<file path="src/rtl/alu_pkg.sv">
// rtl/alu_pkg.sv - shared op-code and FSM state types for alu_seq
package alu_pkg;

    typedef enum logic [2:0] {
        OP_ADD  = 3'b000,
        OP_SUB  = 3'b001,
        OP_MULT = 3'b010,
        OP_AND  = 3'b011,
        OP_OR   = 3'b100,
        OP_XOR  = 3'b101
    } op_e;

    typedef enum logic [1:0] {
        ST_IDLE = 2'b00,
        ST_EXEC = 2'b01,
        ST_MULT = 2'b10,
        ST_DONE = 2'b11
    } state_e;

endpackage

</file>
<file path="src/rtl/seq_mult.sv">
// rtl/seq_mult.sv - iterative signed shift-add multiplier, one partial product per cycle
module seq_mult #(
    parameter int W = 4
) (
    input  logic                    clk_in,
    input  logic                    rst_n_in,
    input  logic                    start_in,
    input  logic signed [W-1:0]     a_in,
    input  logic signed [W-1:0]     b_in,
    output logic                    done_out,
    output logic signed [2*W-1:0]   product_out
);

    localparam int CW = (W > 2) ? $clog2(W) : 1;
    localparam logic [CW-1:0] LAST = CW'(W - 1);

    logic            busy_q, busy_d;
    logic [CW-1:0]   cnt_q, cnt_d;
    logic [2*W-1:0]  mcand_q, mcand_d;
    logic [W-1:0]    mplier_q, mplier_d;
    logic [2*W-1:0]  acc_q, acc_d;
    logic [2*W-1:0]  pp;
    logic [2*W-1:0]  acc_next;
    logic            last;

    // The MSB of a two's complement multiplier has negative weight.
    assign last        = (cnt_q == LAST);
    assign pp          = mplier_q[0] ? mcand_q : '0;
    assign acc_next    = last ? (acc_q - pp) : (acc_q + pp);
    assign done_out    = busy_q & last;
    assign product_out = acc_next;

    always_comb begin
        busy_d   = busy_q;
        cnt_d    = cnt_q;
        mcand_d  = mcand_q;
        mplier_d = mplier_q;
        acc_d    = acc_q;
        if (start_in) begin
            busy_d   = 1'b1;
            cnt_d    = '0;
            mcand_d  = {{W{a_in[W-1]}}, a_in};
            mplier_d = b_in;
            acc_d    = '0;
        end else if (busy_q) begin
            acc_d    = acc_next;
            mcand_d  = mcand_q << 1;
            mplier_d = mplier_q >> 1;
            cnt_d    = cnt_q + 1'b1;
            if (last) begin
                busy_d = 1'b0;
            end
        end
    end

    always_ff @(posedge clk_in or negedge rst_n_in) begin
        if (!rst_n_in) begin
            busy_q   <= 1'b0;
            cnt_q    <= '0;
            mcand_q  <= '0;
            mplier_q <= '0;
            acc_q    <= '0;
        end else begin
            busy_q   <= busy_d;
            cnt_q    <= cnt_d;
            mcand_q  <= mcand_d;
            mplier_q <= mplier_d;
            acc_q    <= acc_d;
        end
    end

endmodule

</file>
<file path="src/rtl/alu_seq.sv">
// rtl/alu_seq.sv - sequential ALU with valid/ready request and response handshakes
module alu_seq
    import alu_pkg::*;
#(
    parameter int DATA_WIDTH = 4
) (
    input  logic                             clk_in,
    input  logic                             rst_n_in,
    input  logic                             req_valid_in,
    output logic                             req_ready_out,
    input  logic [2:0]                       sel_in,
    input  logic signed [DATA_WIDTH-1:0]     a_in,
    input  logic signed [DATA_WIDTH-1:0]     b_in,
    output logic                             rsp_valid_out,
    input  logic                             rsp_ready_in,
    output logic signed [2*DATA_WIDTH-1:0]   result_out,
    output logic                             err_out
);

    localparam int W = DATA_WIDTH;

    state_e              state_q, state_d;
    logic [2:0]          op_q, op_d;
    logic [W-1:0]        a_q, a_d;
    logic [W-1:0]        b_q, b_d;
    logic [2*W-1:0]      result_q, result_d;
    logic                err_q, err_d;

    logic                handshake;
    logic                mult_start;
    logic                mult_done;
    logic signed [2*W-1:0] mult_product;
    logic [2*W-1:0]      a_ext, b_ext;
    logic [W-1:0]        and_v, or_v, xor_v;

    assign req_ready_out = (state_q == ST_IDLE);
    assign rsp_valid_out = (state_q == ST_DONE);
    assign result_out    = result_q;
    assign err_out       = err_q;

    assign handshake  = req_valid_in & req_ready_out;
    assign mult_start = handshake & (sel_in == OP_MULT);

    assign a_ext = {{W{a_q[W-1]}}, a_q};
    assign b_ext = {{W{b_q[W-1]}}, b_q};
    assign and_v = a_q & b_q;
    assign or_v  = a_q | b_q;
    assign xor_v = a_q ^ b_q;

    // Operands go straight in at the handshake so the product lands after W cycles in MULT.
    seq_mult #(.W(W)) u_seq_mult (
        .clk_in      (clk_in),
        .rst_n_in    (rst_n_in),
        .start_in    (mult_start),
        .a_in        (a_in),
        .b_in        (b_in),
        .done_out    (mult_done),
        .product_out (mult_product)
    );

    always_comb begin
        state_d  = state_q;
        op_d     = op_q;
        a_d      = a_q;
        b_d      = b_q;
        result_d = result_q;
        err_d    = err_q;
        case (state_q)
            ST_IDLE: begin
                if (handshake) begin
                    op_d    = sel_in;
                    a_d     = a_in;
                    b_d     = b_in;
                    state_d = (sel_in == OP_MULT) ? ST_MULT : ST_EXEC;
                end
            end
            ST_EXEC: begin
                err_d   = 1'b0;
                state_d = ST_DONE;
                case (op_q)
                    OP_ADD:  result_d = a_ext + b_ext;
                    OP_SUB:  result_d = a_ext - b_ext;
                    OP_AND:  result_d = {{W{and_v[W-1]}}, and_v};
                    OP_OR:   result_d = {{W{or_v[W-1]}}, or_v};
                    OP_XOR:  result_d = {{W{xor_v[W-1]}}, xor_v};
                    default: begin
                        result_d = '0;
                        err_d    = 1'b1;
                    end
                endcase
            end
            ST_MULT: begin
                if (mult_done) begin
                    result_d = mult_product;
                    err_d    = 1'b0;
                    state_d  = ST_DONE;
                end
            end
            ST_DONE: begin
                if (rsp_ready_in) begin
                    state_d = ST_IDLE;
                end
            end
            default: state_d = ST_IDLE;
        endcase
    end

    always_ff @(posedge clk_in or negedge rst_n_in) begin
        if (!rst_n_in) begin
            state_q  <= ST_IDLE;
            op_q     <= '0;
            a_q      <= '0;
            b_q      <= '0;
            result_q <= '0;
            err_q    <= 1'b0;
        end else begin
            state_q  <= state_d;
            op_q     <= op_d;
            a_q      <= a_d;
            b_q      <= b_d;
            result_q <= result_d;
            err_q    <= err_d;
        end
    end

endmodule

</file>
<file path="config.mk">
export PLATFORM = sky130hd
export DESIGN_NAME = alu_seq
export DESIGN_NICKNAME = d
export VERILOG_FILES = /design/src/rtl/alu_pkg.sv /design/src/rtl/seq_mult.sv /design/src/rtl/alu_seq.sv
export SDC_FILE = /design/constraint.sdc
export NUM_CORES = 1
export LEC_CHECK = 0
export BUFFER_PORTS_ARGS = -buffer_cell sky130_fd_sc_hd__buf_2
export CAP_MARGIN = 20
export CORE_UTILIZATION = 28
export DETAILED_ROUTE_END_ITERATION = 8
export PLACE_DENSITY = 0.43
export SYNTH_ARGS = -nofsm -noshare
export SYNTH_HDL_FRONTEND = slang
export SYNTH_SLANG_ARGS = --single-unit
</file>
<file path="constraint.sdc">
create_clock -name clk_in -period 3.1 [get_ports clk_in]
set_clock_uncertainty 0.05 [all_clocks]
set_input_delay 0.62 -clock clk_in [delete_from_list [all_inputs] [get_ports clk_in]]
set_output_delay 0.62 -clock clk_in [all_outputs]
set_load 0.05 [all_outputs]
</file>
==> impl_metrics.yaml, run 1 <==
outcome:
  status: "completed"
setup_path:
  crit_type: "reg2reg"
  cp-end-kind: "flip-flop"
  critPathArrivalTime_ns: 2.93
  path_cells: "ha_1 > buf_4 > o21ai_0 > inv_1 > ha_1 > nor2b_1 > o21ai_0 > o21a_1 > o21a_1 > xnor2_1 > o21ai_1"
  timing.critical_path.fanout_max: 8
  worstSetupStartpointType: "flip-flop"
  cp.required_ns: 3.23
  reg2reg_slack_ns: 0.30
  reg2reg_to: "result_out[7]$_DFFE_PN0P_"
  crit_start: "u_seq_mult.cnt_q[0]$_DFFE_PN0P_"
  slowest_stage: "dfrtp_1"
  setup.worst_path.end: "result_out[7]$_DFFE_PN0P_"
  rr_startpoint: "u_seq_mult.cnt_q[0]$_DFFE_PN0P_"
  rr_worst_depth: 11
  slowest_delay_ns: 0.40
die:
  dieArea_sq_um: 10900
  fp.dieW_um: 105
  pin_count: 26
  start_util: 0.287
  dieHeight_um: 105
  row_count: 37
  core_sq_um: 10300
clock_tree:
  worstSkewPairLatency_ns: 0.30
  clock_sinks: 45
  numCtsBuffers: 5
  cts.path.max_buffers: 2
  clock-root-buffer: "clkbuf_8"
  h-tree-depth: 2
  post_cts_buffers: 0
  clk_pin_slew_ns: 0.09
  cts_tree: "yes"
cells_and_area:
  drive_above_1_share: 0.180
  area_growth_pct: 15.0
  layout_common_cells: "dfrtp_1 (44), nand2_1 (37), inv_1 (25), ha_1 (25), buf_2 (25)"
  fin_cells: 486
  final_common_cell: "dfrtp_1"
  final_area_sq_um: 3390
  n_antenna_cell: 0
  nets: 391
synthesis:
  ys_seq_elements: 45
  async_reset_ff_frac: 1.00
  synth_edf_count: 0
  synth_top_flop_cell: "dfrtp_1"
  avgSynthCellArea_sq_um: 9.19
  yosysTopAreaCell: "dfrtp_1"
  ys_types: 47
  yosysSeqAreaShare: 0.382
  netlist_area_sq_um: 2950
  netlist.area_leader.share: 0.382
  syn-instance-count: 321
  ys_top_cells_by_area: "dfrtp_1 (38%), ha_1 (11%), mux2i_1 (5.8%), nand2_1 (4.7%), mux2_2 (4.6%)"
  syn_nets: 363
  synth_warnings: 0
sta:
  worst_slack_ns: 0.300
  worst_pin_slew_ns: 0.549
  fmax_mhz: 357
  fin_crit_ns: 2.80
  rsz0062_at_grt: "no"
  setup_tns_ns: 0
  hold_viol: 0
  setup_viol: 0
  slew_headroom: 0.629
  finalMaxSlewViolations: 0
  min_period_over_period: 0.903
placement:
  pre_cts_ws_ns: 0.256
  place_congestion: 0.793
  post-dp-hpwl_mm: 5.26
  dpl_cell_area_sq_um: 3260
  place.port_buffers: 25
  dp_cells: 478
detailed_routing:
  drt_iter0_markers: 106
  via_per_inst: 4.66
  final_antenna_net_count: 0
  vias: 2266
  dr.pass1.iters: 4
  wirelength_mm: 6.85
  drc: 0
  wl_per_cell_um: 14.1
grt:
  grt_max_degree: 29
  grt_overflow: 0
  grt_use_total: 0.135
  grt_antenna_before_repair: 0
  grt_pass1_wl_mm: 11.7
  grt_pass1_vias: 2227
worst_hold_path:
  min_path_type: "in2async"
run:
  drv_cap: 0
worst min-delay path by stage:
stage                                    startpoint  slack [ns]  cells past startpoint                              end
final                                      rst_n_in        0.19                      1  u_seq_mult.acc_q[6]$_DFFE_PN0P_
after global routing                       rst_n_in        0.21                      1  u_seq_mult.cnt_q[1]$_DFFE_PN0P_
after CTS                                  rst_n_in        0.20                      1  u_seq_mult.cnt_q[1]$_DFFE_PN0P_
after detailed placement  result_out[2]$_DFFE_PN0P_        0.42                      2        result_out[2]$_DFFE_PN0P_
after global placement    result_out[0]$_DFFE_PN0P_        0.41                      2        result_out[0]$_DFFE_PN0P_
after floorplan                            rst_n_in        0.27                      0               a_q[0]$_DFFE_PN0P_
cells by family after synthesis:
logic type,after synthesis,share of synthesized area
xor+xnor,14,0.0416
flops,45,0.382
mux,29,0.104
simple gates,93,0.149
fa+ha+maj,27,0.120
buf+inv,39,0.0535
compound gates,74,0.151
worst max-delay path, delay by kind of cell, from the launching register on:
kind	cells	cell delay (ns)
adder cells (fa/ha/maj)	2	0.58
XOR/XNOR	1	0.25
AND/OR/NAND/NOR	1	0.11
AO/OA/AOI/OAI	5	1.01
buffers and inverters	2	0.28
flip-flops	1	0.40
what timing repair did:
item | 4_1_cts | 5_1_grt
endpoints found under the hold margin | 0 | 0
hold buffers | 0 | 0
endpoints found under the setup margin | 0 | 1
gates resized for setup | 0 | 1
per-layer routing:
layer  part of all wire  track usage  vias up
met5                  0            0        -
met4             0.0067       0.0332        0
met3              0.022       0.0193        2
met2               0.44        0.204       34
met1               0.53        0.202     1062
li1                   -            -     1168
stage by stage:
step	hold WS, ns	util
after floorplan	0.274	-
after global placement	0.407	0.317
after detailed placement	0.417	0.317
after CTS	0.204	0.330
after global routing	0.213	0.330
final	0.190	0.330
layout make-up:
| cell class | instances | area [sq um] |
|---|---|---|
| Sequential cell | 45 | 1130 |
| Clock inverter | 3 | 65.1 |
| Clock buffer | 5 | 68.8 |
| Fill cell | 1126 | 6890 |
| Multi-Input combinational cell | 237 | 1670 |
| Inverter | 25 | 93.8 |
| Tap cell | 136 | 170 |
| Timing Repair Buffer | 35 | 200 |
state kept, by name (all words and copies together), names as in the netlist:
signal and cells:
u_seq_mult.mplier_q 4, u_seq_mult.busy_q 1, b_q 4, err_out 1, result_out 8, op_q 3
u_seq_mult.cnt_q 2, state_q 2, u_seq_mult.acc_q 8, a_q 4, u_seq_mult.mcand_q 8
cell usage after synthesis, types with 2 or more instances:
cell / n
dfrtp_1: 45
nand2_1: 37
ha_1: 25
inv_1: 25
a21oi_1: 24
nor2_1: 23
o21ai_0: 21
mux2i_1: 17
mux2_2: 12
nand3_1: 12
xnor2_1: 9
clkbuf_1: 8
nand2b_1: 5
xor2_1: 5
o21ai_1: 4
buf_2: 3
nor2b_1: 3
o21a_1: 3
o31ai_1: 3
a211oi_1: 2
a21o_1: 2
a31oi_1: 2
and2_1: 2
buf_1: 2
fa_1: 2
nor3_1: 2
o211ai_1: 2
o311ai_0: 2
Power of run 1 is left out: the tool's default activity adds up to more than one toggle a clock period on the data nets, which glitch-free logic cannot reach.
==> run 2, diff against run 1 <==
--- a/config.mk
+++ b/config.mk
@@ -9,7 +9,8 @@
 export CAP_MARGIN = 20
 export CORE_UTILIZATION = 28
 export DETAILED_ROUTE_END_ITERATION = 8
-export PLACE_DENSITY = 0.43
+export PLACE_DENSITY = 0.42
 export SYNTH_ARGS = -nofsm -noshare
 export SYNTH_HDL_FRONTEND = slang
+export SYNTH_HIERARCHICAL = 1
 export SYNTH_SLANG_ARGS = --single-unit
==> impl_metrics.yaml, run 2 <==
clock_tree:
  numCtsBuffers: 5
  clock_sinks: 45
  cts.path.max_buffers: 2
  clk_pin_slew_ns: 0.09
  clock-root-buffer: "clkbuf_8"
  worstSkewPairLatency_ns: 0.30
  cts_tree: "yes"
  h-tree-depth: 2
setup_path:
  reg2reg_slack_ns: 0.25
  worstSetupStartpointType: "flip-flop"
  rr_startpoint: "u_seq_mult/mcand_q[0]$_DFFE_PN0P_"
  reg2reg_to: "result_out[7]$_DFFE_PN0P_"
  rr_worst_depth: 15
  critPathArrivalTime_ns: 3.03
  cp.required_ns: 3.29
  crit_type: "reg2reg"
  crit_start: "u_seq_mult/mcand_q[0]$_DFFE_PN0P_"
  cp-end-kind: "flip-flop"
  timing.critical_path.fanout_max: 6
synthesis:
  ys_types: 53
  yosysTopAreaCell: "dfrtp_1"
  ys_seq_elements: 45
  async_reset_ff_frac: 1.00
  syn_nets: 379
  yosysSeqAreaShare: 0.361
  synth_edf_count: 0
  syn-instance-count: 337
  ys_top_cells_by_area: "dfrtp_1 (36%), ha_1 (10%), nor2_1 (4.5%), nand2_1 (4.0%), mux2_2 (4.0%)"
  synth_warnings: 6
  netlist.area_leader.share: 0.361
  synth_common_cells: "dfrtp_1 (45), nor2_1 (37), nand2_1 (33)"
  synth_most_common_cell: "dfrtp_1"
  avgSynthCellArea_sq_um: 9.25
  netlist_area_sq_um: 3120
  synth_top_flop_cell: "dfrtp_1"
grt:
  grt_overflow: 0
  grt_max_degree: 36
  grt_antenna_before_repair: 0
  grt_pass1_vias: 2274
  grt_use_total: 0.136
  grt_pass1_wl_mm: 11.9
run:
  drv_cap: 0
outcome:
  status: "completed"
die:
  fp.dieW_um: 108
  core_sq_um: 10800
  dieHeight_um: 108
  pin_count: 26
  dieArea_sq_um: 11600
  start_util: 0.288
  row_count: 38
detailed_routing:
  wl_per_cell_um: 14.3
  drt_iter0_markers: 75
  wirelength_mm: 7.22
  dr.pass1.iters: 4
  final_antenna_net_count: 0
  via_per_inst: 4.72
  drc: 0
  vias: 2375
sta:
  fin_crit_ns: 2.85
  setup_viol: 0
  setup_tns_ns: 0
  finalMaxSlewViolations: 0
  slew_headroom: 0.640
  min_period_over_period: 0.918
  worst_slack_ns: 0.253
  hold_viol: 0
  worst_pin_slew_ns: 0.533
  fmax_mhz: 351
placement:
  post-dp-hpwl_mm: 5.48
  place_congestion: 0.751
  pre_cts_ws_ns: 0.190
  dpl_cell_area_sq_um: 3400
  place.port_buffers: 25
worst_hold_path:
  min_path_type: "in2async"
cells_and_area:
  final_common_cell: "dfrtp_1"
  fill_cells: 1187
  final_area_sq_um: 3510
  nets: 405
  multi_input_comb_area_sq_um: 1830
  drive_above_1_share: 0.198
  seq_area_sq_um: 1130
  area_growth_pct: 12.7
  n_antenna_cell: 0
  layout_common_cells: "dfrtp_1 (45), nor2_1 (36), nand2_1 (33)"
run 2: final cells by class:
cell class | instances | area share
Clock buffer | 6 | 0.0235
Clock inverter | 1 | 0.00214
Inverter | 26 | 0.0278
Multi-Input combinational cell | 253 | 0.522
Sequential cell | 45 | 0.321
Tap cell | 140 | 0.0499
Timing Repair Buffer | 32 | 0.0542
run 2: worst max path at each step:
stage,endpoint,slack [ns]
final,result_out[7]$_DFFE_PN0P_,0.25
after global routing,result_out[7]$_DFFE_PN0P_,-0.007
after CTS,result_out[7]$_DFFE_PN0P_,0.15
after detailed placement,result_out[7]$_DFFE_PN0P_,0.19
after global placement,result_out[7]$_DFFE_PN0P_,0.24
after floorplan,result_out[7]$_DFFE_PN0P_,0.43
run 2: stage by stage:
stage | hold slack, ns | util | std cells
after floorplan | 0.274 | - | 337
after global placement | 0.458 | 0.313 | 495
after detailed placement | 0.462 | 0.313 | 495
after CTS | 0.221 | 0.322 | 502
after global routing | 0.239 | 0.324 | 503
final | 0.212 | 0.324 | 503
run 2: worst max-delay path, cell delays in order, from the launching register on:
cell      delay (ns)
dfrtp_1         0.46
nor3_2          0.24
nand2_1         0.13
nand2_1         0.10
xnor2_1         0.11
nand2_1         0.07
ha_1            0.34
o211ai_2        0.10
a21oi_2         0.08
o41ai_4         0.34
xor2_2          0.23
xor2_1          0.16
nand2_1         0.06
nand2_1         0.10
o22ai_1         0.07
a21oi_1         0.13
run 2: cells by family (layout without fill, tap and decap cells):
| family | after synthesis | in the layout | synth area share |
|---|---|---|---|
| flops | 45 | 45 | 0.361 |
| buf+inv | 39 | 65 | 0.0558 |
| compound gates | 70 | 70 | 0.152 |
| fa+ha+maj | 27 | 27 | 0.113 |
| mux | 24 | 24 | 0.0827 |
| xor+xnor | 16 | 16 | 0.0474 |
| simple gates | 116 | 116 | 0.188 |
run 2: repair_timing:
item / 4_1_cts / 5_1_grt
endpoints found under the setup margin: 0 / 2
hold buffers: 0 / 0
buffers inserted: 0 / 1
gates resized for setup: 0 / 5
run 2: layer usage:
| metal | share of wire | GRT usage | up-vias |
|---|---|---|---|
| li1 | - | - | 1191 |
| met1 | 0.52 | 0.193 | 1144 |
| met2 | 0.44 | 0.207 | 35 |
| met3 | 0.033 | 0.0285 | 5 |
| met4 | 0.0085 | 0.0352 | 0 |
| met5 | 0 | 0 | - |
Power of run 2 is left out for the same reason.
